`config.mk`:
```
export PLATFORM = sky130hd
export DESIGN_NAME = router_rx
export DESIGN_NICKNAME = d
export VERILOG_FILES = /design/src/rtl/router_rx.sv
export SDC_FILE = /design/constraint.sdc
export NUM_CORES = 1
export LEC_CHECK = 0
export ABC_AREA = 1
export CAP_MARGIN = 20
export CORE_ASPECT_RATIO = 2
export CORE_MARGIN = 2
export CORE_UTILIZATION = 39
export CTS_CLUSTER_SIZE = 8
export DETAILED_ROUTE_END_ITERATION = 10
export GPL_ROUTABILITY_DRIVEN = 1
export PLACE_DENSITY = 0.68
export SLEW_MARGIN = 20
export SYNTH_ARGS = -nofsm -noshare
export SYNTH_HDL_FRONTEND = slang
export SYNTH_SLANG_ARGS = --single-unit
```
`constraint.sdc`:
```
create_clock -name clk_i -period 3.3 [get_ports clk_i]
set_clock_uncertainty 0.1 [all_clocks]
set_input_delay 0.33 -clock clk_i [delete_from_list [all_inputs] [get_ports clk_i]]
set_output_delay 0.33 -clock clk_i [all_outputs]
set_load 0.005 [all_outputs]
```
`src/rtl/router_rx.sv`:
```
// router_rx: serial receiver for the router link.
// Reassembles a start/data/stop frame sampled on a 16x baud grid into a
// single-word holding register read over a WISHBONE slave port, and drives
// rts so the upstream transmitter pauses while the holding word is unread.
module router_rx #(
  parameter int DW  = 129,
  parameter int OVS = 16
) (
  input  logic          clk_i,
  input  logic          rst_ni,
  input  logic          cyc_i,
  input  logic          stb_i,
  output logic          ack_o,
  input  logic          we_i,
  output logic [DW-1:0] dat_o,
  input  logic          cs_i,
  input  logic          baud16x_ce,
  input  logic          rxd,
  output logic          rts,
  output logic          full,
  output logic          overrun,
  output logic          frame_err
);

  typedef enum logic [2:0] {
    S_IDLE,
    S_START,
    S_DATA,
    S_STOP,
    S_BREAK
  } state_t;

  localparam logic [3:0] LP_MID  = 4'(OVS / 2 - 1);
  localparam logic [3:0] LP_LAST = 4'(OVS - 1);
  localparam logic [7:0] LP_LAST_BIT = 8'(DW - 1);

  state_t          r_state;
  state_t          w_stateNext;
  logic [1:0]      r_sync;
  logic [3:0]      r_phase;
  logic [7:0]      r_bitCnt;
  logic [DW-1:0]   r_shift;
  logic [DW-1:0]   r_dat;
  logic            r_full;
  logic            r_overrun;
  logic            r_frameErr;

  logic            w_rx;
  logic            w_readAck;
  logic            w_writeAck;
  logic            w_phaseMid;
  logic            w_phaseLast;
  logic            w_lastBit;
  logic            w_shiftEn;
  logic            w_load;
  logic            w_setOvr;
  logic            w_setFe;
  logic            w_phaseClr;
  logic            w_bitClr;

  assign w_rx        = r_sync[1];
  assign ack_o       = cyc_i & stb_i & cs_i;
  assign w_readAck   = ack_o & ~we_i;
  assign w_writeAck  = ack_o & we_i;
  assign w_phaseMid  = (r_phase == LP_MID);
  assign w_phaseLast = (r_phase == LP_LAST);
  assign w_lastBit   = (r_bitCnt == LP_LAST_BIT);

  assign dat_o     = r_dat;
  assign full      = r_full;
  assign overrun   = r_overrun;
  assign frame_err = r_frameErr;
  assign rts       = ~r_full;

  // Two-flop synchronizer on the line; idles high so reset looks like an idle line.
  always_ff @(posedge clk_i or negedge rst_ni) begin
    if (!rst_ni) r_sync <= 2'b11;
    else         r_sync <= {r_sync[0], rxd};
  end

  // Receiver state register.
  always_ff @(posedge clk_i or negedge rst_ni) begin
    if (!rst_ni) r_state <= S_IDLE;
    else         r_state <= w_stateNext;
  end

  // Next-state logic; the frame machine only moves on baud ticks.
  always_comb begin
    w_stateNext = r_state;
    if (baud16x_ce) begin
      case (r_state)
        S_IDLE:  if (!w_rx) w_stateNext = S_START;
        S_START: if (w_phaseMid) w_stateNext = w_rx ? S_IDLE : S_DATA;
        S_DATA:  if (w_phaseLast && w_lastBit) w_stateNext = S_STOP;
        S_STOP:  if (w_phaseLast) w_stateNext = w_rx ? S_IDLE : S_BREAK;
        S_BREAK: if (w_rx) w_stateNext = S_IDLE;
        default: w_stateNext = S_IDLE;
      endcase
    end
  end

  // Per-state control strobes for the datapath and the holding register.
  always_comb begin
    w_shiftEn  = 1'b0;
    w_load     = 1'b0;
    w_setOvr   = 1'b0;
    w_setFe    = 1'b0;
    w_phaseClr = 1'b0;
    w_bitClr   = 1'b0;
    if (baud16x_ce) begin
      case (r_state)
        S_IDLE:  w_phaseClr = 1'b1;
        S_START: begin
          w_bitClr   = 1'b1;
          w_phaseClr = w_phaseMid;
        end
        S_DATA:  w_shiftEn = w_phaseLast;
        S_STOP: begin
          if (w_phaseLast) begin
            w_load   = w_rx & (~r_full | w_readAck);
            w_setOvr = w_rx & r_full & ~w_readAck;
            w_setFe  = ~w_rx;
          end
        end
        S_BREAK: w_phaseClr = 1'b1;
        default: w_phaseClr = 1'b1;
      endcase
    end
  end

  // Bit-phase counter, bit counter and LSB-first shift register.
  always_ff @(posedge clk_i or negedge rst_ni) begin
    if (!rst_ni) begin
      r_phase  <= '0;
      r_bitCnt <= '0;
      r_shift  <= '0;
    end else if (baud16x_ce) begin
      r_phase <= w_phaseClr ? 4'd0 : r_phase + 4'd1;
      if (w_bitClr) begin
        r_bitCnt <= '0;
      end else if (w_shiftEn) begin
        r_bitCnt <= r_bitCnt + 8'd1;
        r_shift  <= {w_rx, r_shift[DW-1:1]};
      end
    end
  end

  // Holding register and sticky flags; a load or new error beats a same-edge clear.
  always_ff @(posedge clk_i or negedge rst_ni) begin
    if (!rst_ni) begin
      r_dat      <= '0;
      r_full     <= 1'b0;
      r_overrun  <= 1'b0;
      r_frameErr <= 1'b0;
    end else begin
      if (w_load)         r_dat <= r_shift;
      if (w_load)         r_full <= 1'b1;
      else if (w_readAck) r_full <= 1'b0;
      if (w_setOvr)        r_overrun <= 1'b1;
      else if (w_writeAck) r_overrun <= 1'b0;
      if (w_setFe)         r_frameErr <= 1'b1;
      else if (w_writeAck) r_frameErr <= 1'b0;
    end
  end

endmodule

```
# Word level (Yosys, flattened, before mapping)
# Index checks and enable logic that the tools add are counted.
[word_totals]
out_inout_bits = 134
elab_cells = 77
register_bits = 278
[op_classes]
addsub = 2
eq_ne = 12
n_reduce_logical = 10
mux = 31
bitwise = 13
[ops]
columns = ["cell", "n"]
rows = [
  ["$mux W1", 19],
  ["$mux W3", 6],
  ["$mux W8", 2],
  ["$pmux W3 S5", 1],
  ["$ne A2 B2 Y1 const B", 5],
  ["$add A8 B1 Y8 const B", 1],
  ["$eq A8 B8 Y1 const B", 1],
  ["$reduce_bool A2 Y1", 4],
  ["$and A1 B1 Y1", 7],
  ["$eq A3 B2 Y1 const B", 2],
  ["$reduce_and A6 Y1", 1],
  ["$not A1 Y1", 5],
  ["$add A4 B1 Y4 const B", 1],
  ["$eq A4 B3 Y1 const B", 1],
  ["$eq A4 B4 Y1 const B", 1],
  ["$mux W4", 1],
  ["$eq A3 B1 Y1 const B", 1],
  ["$eq A3 B3 Y1 const B", 1],
  ["$logic_not A3 Y1", 1],
  ["$reduce_and A3 Y1", 1],
  ["$mux W2", 1],
  ["$pmux W1 S2", 1],
  ["$reduce_and A2 Y1", 1],
  ["$reduce_or A2 Y1", 1],
  ["other kinds (2)", 2],
]

# Logic depth before layout (Yosys ltp)
# Gate-level depths: netlist of the first run.
[logic_depth]
word_depth = 9
ltp_mapped = 10

# Worst setup path after synthesis of the first run
# Ideal clock, no wire load.
[synth_timing]
kind = "reg-to-reg"
startpoint = "reg r_phase[0]"
endpoint = "reg r_dat[118], in the netlist dat_o[118]"
arrival_ns = 1.455
stages_incl_launch_ff = 11
synth_period_minus_slack_ns = 1.671
setup_slack_ns = 1.629
required_ns = 3.084
setup_time_ns = 0.116
cell_sequence = "dfrtp_1 > ha_1 > nand3_1 > nor2_2 > nand2_2 > nor2_4 > inv_2 > buf_6 > buf_2 > nand2_1 > nand2_1"
[synth_via]
elab_chain_cells = 4
[synth_lines]
columns = ["item", "line_no", "rtl"]
rows = [
  ["start, declared", "40", "logic [3:0] r_phase;"],
  ["start signal, assigned", "138", "r_phase <= w_phaseClr ? 4'd0 : r_phase + 4'd1;"],
  ["$eq A4 B4 Y1", "66", "assign w_phaseLast = (r_phase == LP_LAST);"],
  ["$mux W1", "119", "if (w_phaseLast) begin"],
  ["$mux W1", "111", "case (r_state)"],
  ["$mux W1", "110", "if (baud16x_ce) begin"],
  ["end signal, assigned", "156", "if (w_load) r_dat <= r_shift;"],
  ["end, declared", "43", "logic [DW-1:0] r_dat;"],
]
# No other way between the ends.
# A chain may end at the register's enable or synchronous reset.

# Worst setup path after layout of the first run
[layout_timing]
startpoint = "reg r_phase[0]"
endpoint = "reg r_dat[104], in the netlist dat_o[104]"
# The elaborated chain is that of the path after synthesis.

==> results of run 1 <==
[through the flow]
stage | cells | worst slack (ps) | hold WS (ps) | total power [mW] | area, sq um
final | 1665 | 1050 | 122 | 7.30 | 13500
after floorplan | 1178 | 1630 | -65.6 | 3.70 | 10800
after global placement | 1622 | 722 | 247 | 3.83 | 12400
after global routing | 1665 | 836 | 120 | 7.59 | 13500
after detailed placement | 1622 | 700 | 249 | 3.84 | 12400
after CTS | 1665 | 1040 | 103 | 7.42 | 13500
[registers in the layout, summed over array words and instances (netlist names)]
name       count
dat_o        129
overrun        1
r_state        3
r_phase        4
full           1
r_bitCnt       8
r_shift      129
r_sync         2
frame_err      1
[power groups by stage]
stage	registers (mW)	logic [mW]	clock network [mW]
6_report	3.51	0.270	3.52
5_1_grt	3.51	0.322	3.75
4_1_cts	3.51	0.279	3.63
3_5_place_dp	3.56	0.277	0
3_3_place_gp	3.56	0.265	0
2_1_floorplan	3.55	0.145	0
[synthesized netlist by cell type, types with 2 or more instances]
cell type	n
a21oi_1	3
buf_1	2
buf_2	11
buf_4	20
buf_6	12
clkbuf_1	12
dfrtp_1	276
dfstp_2	2
ha_1	3
inv_1	87
inv_2	3
nand2_1	562
nand2_2	2
nand3_1	15
nand4_1	5
nor2_1	14
nor2_2	2
nor2_4	2
nor3_1	2
o21ai_0	126
o21ai_1	13
xor2_1	2
[worst max-delay path, cell delays in order (launching register included)]
cell and delay (ps):
dfrtp_1 390, ha_1 250, nand3_1 120, nor2_2 80, nand2_2 110, nor2_4 60
inv_4 420, buf_12 390, nand2_1 110, nand2_1 80
[worst min-delay path by stage]
stage	endpoint	cells after the start
finish	r_sync[0]	1
global route	r_sync[0]	1
CTS	r_sync[0]	1
detailed placement	r_sync[1]	0
global placement	r_sync[1]	0
floorplan	dat_o[0]	0
[area by class of cell]
class	instances	area, sq um
fillers	2596	14000
multi-input cells	753	3110
flip-flops and latches	278	6960
inverters	90	340
well taps	352	440
clock buffers	42	1040
repair buffers	150	1560
[routing by layer]
metal  part of all wire  vias to the layer above  global-route usage
met5                  0                        -                   0
met4              0.031                        0              0.0711
met3              0.034                       53              0.0269
met2               0.54                      157               0.307
met1               0.40                     3824               0.185
li1                   -                     3861                   -
[repair_timing]
item / CTS / global route
endpoints found under the hold margin: 78 / 0
setup endpoints to repair: 0 / 0
hold buffers: 1 / 0
[kinds of logic (layout without fill, tap and decap cells)]
family                     count (synthesis)  count (layout)  share of synthesized area
buffers and inverters                    147             282                     0.0677
xor gates and xnor gates                   2               2                    0.00162
adders and majority gates                  3               3                    0.00348
DFF                                      278             278                      0.645
AOI/OAI and AO/OA                        143             143                     0.0665
and+or+nand+nor                          605             605                      0.216
[layout by cell type, fill, tap and decap left out, types with 3 or more instances in the layout]
| master | n |
|---|---|
| nand2_1 | 562 |
| nor2_1 | 14 |
| clkdlybuf4s50_1 | 140 |
| nand3_1 | 15 |
| ha_1 | 3 |
| dfrtp_1 | 276 |
| buf_12 | 6 |
| clkbuf_16 | 41 |
| nand4_1 | 5 |
| o21ai_1 | 13 |
| a21oi_1 | 3 |
| inv_1 | 87 |
| o21ai_0 | 126 |
==> reports/qor.txt, run 1 <==
status - finished, final reports clean
RR Endpoint - dat_o[104]
Cell Pwr Density - 543 mW/mm^2
Worst Reg2Reg Path Length in Cells - 9
Worst-path clk slew - 50 ps
number of DRC markers in iteration 0 - 499
# rows - 86
layout cells sized above 1 - 0.0472
leak pwr - 6.91 nW
Synthesized Nets - 1189
final period utilization - 0.680
Hold Vio Cnt, Final - 0
worst skew pair latency - 520 ps
CP Launch Type - flip-flop
clock group share of total power - 0.482
I/O pin total - 142
worst path arrival time - 2600 ps
RR Startpoint - r_phase[0]
vias in the first global route - 8034
initial antenna violation count - 0
ys flop type - dfrtp_1
Die Y - 239 microns
Final Max Tran Viols - 0
Flop pwr share - 0.481
final WL - 23300 microns
post-synth top area cell - dfrtp_1
Overflow after GRT - 0
Max FO, Critical Path - 76
Vias/cell - 4.74
final core utilization - 0.490
unrepaired setup endpoints after global routing - false
GPL Wtd Cong - 0.809
Final nets - 1324
Post-DP HPWL - 14500 microns
Num CTS Buffers - 40
TritonCTS clock tree - done
Die ar. - 0.0291 sq mm
port buffer count - 141
Cells after Synth - 1178
router iterations before antenna repair - 4
logic gate share of total power - 0.037
IR drop worst, VDD - 0.000324 V
H-tree depth - 2
initial core utilization - 0.393
Synth Register Bits - 278
Syn Area/Cell - 9.17 sq um
CP Capture Type - flip-flop
Cell variety after synth - 24
Hold/Removal Path Class - input pin to flip-flop
clock tree buffer depth - 3
Die Width - 122 microns
Int Pwr - 5.73 mW
crit path to - dat_o[104]
number of remaining DRC errors - 0
mapped cell area - 0.0108 sq mm
Root Driver - clkbuf_16
crit path time final - 2250 ps
R2R setup slack - 1050 ps
core area - 0.0274 sq mm
CP required - 3650 ps
CP Launch Point - r_phase[0]
maximum capacitance violations - 0
setup tns final - 0 ps
largest net degree at the start of global routing - 130
average wire per standard cell - 14.0 microns
P_sw - 1.57 mW
sw frac - 0.215
Total GRT Usage - 0.166
antenna viol nets, final - 0
WS Path Type - flip-flop to flip-flop
clk sink count - 278
vias - 7895
EDFF count, synth - 0
antenna cells - 0
global-route wire length before repair - 38800 microns
min-delay src - rxd
Layout area overhead - 24.6%
Synth area leaders - dfrtp_1 (64%), nand2_1 (20%), o21ai_0 (5.8%)
Worst-Margin Slew - 735 ps
post_cts resized - 0
final setup vio count - 0
ys async rst share - 1.00
worst relative slew slack - 0.510
setup bufs post-CTS - 0
synth warn - 0
fmax - 0.445 GHz
Seq/Total Area, Yosys - 0.645
post-synth top area share - 0.640
(Power assumes the default switching activity.)
==> run 2, diff against run 1 <==
==> constraint.sdc (replaced) <==
create_clock -name clk_i -period 2.14 [get_ports clk_i]
set_clock_uncertainty 0.1 [all_clocks]
set_input_delay 0.214 -clock clk_i [delete_from_list [all_inputs] [get_ports clk_i]]
set_output_delay 0.214 -clock clk_i [all_outputs]
set_load 0.005 [all_outputs]
==> reports/qor.txt, run 2 (synthesis gave the netlist of run 1 again) <==
H-tree depth - 2 (unchanged)
slowest cell on the critical path - dfrtp_1
finished layout cell area - 0.0137 sq mm (+2.0%)
setup tns final - 0 ps (unchanged)
final period utilization - 0.926 (+0.245)
Num CTS Buffers - 40 (unchanged)
Hold Vio Cnt, Final - 0 (unchanged)
antenna viol nets, final - 0 (unchanged)
most frequent cells in the layout - nand2_1 (562), dfrtp_1 (276), clkdlybuf4s50_1 (140)
# rows - 86 (unchanged)
Cell Pwr Density - 829 mW/mm^2 (+53%)
Max FO, Critical Path - 35 (-54%)
worst path arrival time - 2260 ps (-340 ps)
WS Path Type - flip-flop to flip-flop
fmax - 0.505 GHz (+13%)
largest net degree at the start of global routing - 81 (-38%)
clock group share of total power - 0.486 (+0.004)
sw frac - 0.215 (-0.000577)
initial core utilization - 0.393 (unchanged)
IR drop worst, VDD - 0.000519 V (+60%)
CP Launch Type - flip-flop
Overflow after GRT - 0 (unchanged)
Post-DP HPWL - 15800 microns (+8.6%)
Hold/Removal Path Class - input pin to flip-flop
Placed Instance Area - 0.0126 sq mm (+1.9%)
largest stage delay on the critical path - 360 ps (-60 ps)
Layout area overhead - 27.1%
status - finished, final reports clean
vias - 8007 (+1.4%)
maximum capacitance violations - 0 (unchanged)
Int Pwr - 8.94 mW (+56%)
Worst-path clk slew - 50 ps (about the same)
setup bufs post-CTS - 0 (unchanged)
Hold Slack - 27.8 ps (-93.7 ps)
port buffer count - 141 (unchanged)
post-place setup slack - 78.2 ps (-622 ps)
router iterations before antenna repair - 5 (+1)
average wire per standard cell - 14.1 microns (+0.77%)
Total GRT Usage - 0.169 (+0.00284)
final core utilization - 0.500 (+0.00999)
most common cell after layout, fill and taps aside - nand2_1
Root Driver - clkbuf_16
unrepaired setup endpoints after global routing - false
cts hold-fix bufs - 1 (unchanged)
leak pwr - 7.06 nW (+2.1%)
TritonCTS clock tree - done
Die Y - 239 microns (unchanged)
core area - 0.0274 sq mm (unchanged)
Top cell by count, worst path - nand2_1
crit path time final - 1980 ps (-264 ps)
cell chain of the critical path - ha_1 -> nand3_1 -> nor2_2 -> nand2_2 -> nor2_4 -> inv_4 -> buf_12 -> nand2_1 -> nand2_1
antenna cells - 0 (unchanged)
CP required - 2420 ps (-1230 ps)
global-route wire length before repair - 39500 microns (+1.8%)
number of DRC markers in iteration 0 - 426 (-15%)
Worst-Margin Slew - 539 ps (-196 ps)
logic gate share of total power - 0.037 (about the same)
Vias/cell - 4.74 (about the same)
Die ar. - 0.0291 sq mm (unchanged)
Final Max Tran Viols - 0 (unchanged)
I/O pin total - 142 (unchanged)
Final nets - 1345 (+1.6%)
Non-Filler Instances - 1688 (+1.4%)
post_cts resized - 0 (unchanged)
fin worst setup slack - 159 ps (-896 ps)
worst skew pair latency - 520 ps (about the same)
P_sw - 2.44 mW (+55%)
CP Capture Type - flip-flop
placed instance count - 1643 (+1.3%)
layout cells sized above 1 - 0.0636 (+0.0164)
Flop pwr share - 0.476 (-0.005)
clock tree buffer depth - 3 (unchanged)
Die Width - 122 microns (unchanged)
initial antenna violation count - 0 (unchanged)
GPL Wtd Cong - 0.808 (-0.20%)
vias in the first global route - 8193 (+2.0%)
worst relative slew slack - 0.641 (+0.130)
final setup vio count - 0 (unchanged)
Final Power - 11.4 mW (+56%)
clk sink count - 278 (unchanged)
number of remaining DRC errors - 0 (unchanged)
final WL - 23900 microns (+2.2%)
-- run 2: final cells by class --
| cell class | instances | area, sq um |
|---|---|---|
| Clock buffer | 43 | 1060 |
| Clock inverter | 1 | 16.3 |
| Fill cell | 2556 | 13700 |
| Inverter | 90 | 340 |
| Multi-Input combinational cell | 753 | 3110 |
| Sequential cell | 278 | 6960 |
| Tap cell | 352 | 440 |
| Timing Repair Buffer | 171 | 1790 |
-- run 2: worst max-delay path, delay by kind of cell (launching register included) --
family	cells	cell delay, ps
and+or+nand+nor	6	790
DFF	1	360
adders and majority gates	1	220
buffers and inverters	2	360
-- run 2: final timing paths --
path,start,end,slack (ps),depth (start not counted)
setup / recovery,r_phase[0],dat_o[38],160,9
max in group asynchronous,rst_ni,dat_o[94],1090,3
setup reg to reg,r_phase[0],dat_o[38],160,9
min in group asynchronous,rst_ni,dat_o[42],150,2
hold reg to reg,r_sync[0],r_sync[1],250,0
hold / removal,rxd,r_sync[0],30,1
-- run 2: per-layer routing --
metal,track usage,part of all wire
met5,0,0
met4,0.0805,0.038
met3,0.0183,0.031
met2,0.318,0.54
met1,0.185,0.39
-- run 2: power groups by stage --
| stage | clock (mW) | sequential (mW) | combinational, mW |
|---|---|---|---|
| floorplan | 0 | 5.48 | 0.223 |
| global placement | 0 | 5.49 | 0.420 |
| detailed placement | 0 | 5.50 | 0.436 |
| CTS | 5.68 | 5.41 | 0.439 |
| global route | 5.89 | 5.42 | 0.496 |
| finish | 5.54 | 5.42 | 0.426 |
==> run 3, diff against run 2 <==
--- a/config.mk
+++ b/config.mk
@@ -13,7 +13,7 @@
 export CTS_CLUSTER_SIZE = 8
 export DETAILED_ROUTE_END_ITERATION = 10
 export GPL_ROUTABILITY_DRIVEN = 1
-export PLACE_DENSITY = 0.68
+export PLACE_DENSITY = 0.59
 export SLEW_MARGIN = 20
 export SYNTH_ARGS = -nofsm -noshare
 export SYNTH_HDL_FRONTEND = slang
==> reports/qor.txt, run 3 (synthesis gave the netlist of run 1 again) <==
most common cell after layout, fill and taps aside - nand2_1
initial antenna violation count - 0 (unchanged)
Overflow after GRT - 0 (unchanged)
Layout area overhead - 27.6%
global-route wire length before repair - 39700 microns (+0.37%)
Die Y - 239 microns (unchanged)
H-tree depth - 2 (unchanged)
Die ar. - 0.0291 sq mm (unchanged)
clk sink count - 278 (unchanged)
worst skew pair latency - 510 ps (about the same)
# fillers - 2591 (+1.4%)
Num CTS Buffers - 40 (unchanged)
leak pwr - 7.08 nW (+0.28%)
Hold Vio Cnt, Final - 0 (unchanged)
Reg area - 0.00696 sq mm (unchanged)
antenna cells - 0 (unchanged)
CP required - 2480 ps (+60 ps)
crit path time final - 1950 ps (-34.2 ps)
WS Path Type - flip-flop to flip-flop
Max FO, Critical Path - 35 (unchanged)
port buffer count - 141 (unchanged)
largest net degree at the start of global routing - 69 (-15%)
worst relative slew slack - 0.626 (-0.0145)
Vias/cell - 4.69 (-1.1%)
GPL Wtd Cong - 0.807 (-0.16%)
Die Width - 122 microns (unchanged)
status - finished, final reports clean
# rows - 86 (unchanged)
Post-DP HPWL - 15700 microns (-0.49%)
final setup vio count - 0 (unchanged)
fmax - 0.514 GHz (+1.8%)
number of remaining DRC errors - 0 (unchanged)
I/O pin total - 142 (unchanged)
Worst-Margin Slew - 561 ps (+21.8 ps)
Worst-path clk slew - 50 ps (about the same)
average wire per standard cell - 14.1 microns (-0.50%)
vias - 7921 (-1.1%)
final WL - 23700 microns (-0.44%)
Hold Slack - 172 ps (+144 ps)
Total GRT Usage - 0.169 (-0.000261)
unrepaired setup endpoints after global routing - false
maximum capacitance violations - 0 (unchanged)
antenna viol nets, final - 0 (unchanged)
Final nets - 1346 (+0.074%)
Hold/Removal Path Class - input pin to asynchronous set/reset pin
layout cells sized above 1 - 0.0636 (about the same)
clock tree buffer depth - 3 (unchanged)
core area - 0.0274 sq mm (unchanged)
final period utilization - 0.910 (-0.0160)
router iterations before antenna repair - 5 (unchanged)
setup tns final - 0 ps (unchanged)
number of DRC markers in iteration 0 - 341 (-20%)
CP Launch Type - flip-flop
area of the multi-input gates - 0.00311 sq mm (unchanged)
Final Max Tran Viols - 0 (unchanged)
CP Capture Type - flip-flop
Cell Pwr Density - 826 mW/mm^2 (-0.39%)
IR drop worst, VDD - 0.000469 V (-9.7%)
vias in the first global route - 8089 (-1.3%)
initial core utilization - 0.393 (unchanged)
TritonCTS clock tree - done
worst path arrival time - 2290 ps (+30 ps)
most frequent cells in the layout - nand2_1 (562), dfrtp_1 (276), clkdlybuf4s50_1 (140)
Root Driver - clkbuf_16
==> run 3: cell count changes in the layout (fill, tap and decap cells not counted), sizes merged <==
cell and delta:
dlygate4sd3 +1
==> run 3: per-layer routing <==
metal / wire, microns / track usage / up-vias / part of all wire
met5: 0 / 0 / - / 0
met4: 725 / 0.0686 / 0 / 0.031
met3: 834 / 0.0238 / 49 / 0.035
met2: 12400 / 0.306 / 159 / 0.52
met1: 9740 / 0.197 / 3793 / 0.41
li1: - / - / 3920 / -
==> run 3: final timing paths <==
kind	from	to	slack [ps]	cells after the start
min in group clk_i	r_sync[0]	r_sync[1]	250	0
worst max register to register	r_phase[0]	dat_o[108]	190	9
worst max-delay path	r_phase[0]	dat_o[108]	190	9
worst min-delay path	rst_ni	r_phase[0]	170	2
worst min register to register	r_sync[0]	r_sync[1]	250	0
max in group asynchronous	rst_ni	dat_o[80]	1030	3
==> run 3: area by class of cell <==
type / instances / area share
flip-flops and latches: 278 / 0.505
multi-input cells: 753 / 0.226
repair buffers: 172 / 0.134
clock buffers: 43 / 0.0773
well taps: 352 / 0.0320
inverters: 90 / 0.0247
clock inverters: 1 / 0.00118
==> run 3: stage by stage <==
step	utilization	setup WS [ps]	total power [mW]	cells	area [sq um]
after floorplan	-	469	5.70	1178	10800
after global placement	0.462	123	5.92	1643	12700
after detailed placement	0.462	86.8	5.93	1643	12700
after CTS	0.502	150	11.6	1689	13800
after global routing	0.502	30.2	11.8	1689	13800
final	0.502	193	11.4	1689	13800
==> run 3: worst max-delay path, stage by stage, from the launching register on <==
cell and delay (ps):
dfrtp_1 370, ha_1 220, nand3_1 120, nor2_2 160
nand2_2 110, nor2_4 250, buf_4 200, buf_12 200
nand2_1 70, nand2_1 70
==> run 3: power by group <==
group	internal, mW	switching (mW)
clock network	3.46	2.08
logic	0.140	0.284
registers	5.34	0.0753
total	8.94	2.43
==> run 3: what timing repair did <==
| item | 4_1_cts | 5_1_grt |
|---|---|---|
| hold buffers | 2 | 0 |
| setup buffers | 0 | 0 |
| resized for setup | 0 | 0 |
| endpoints found under the hold margin | 60 | 0 |
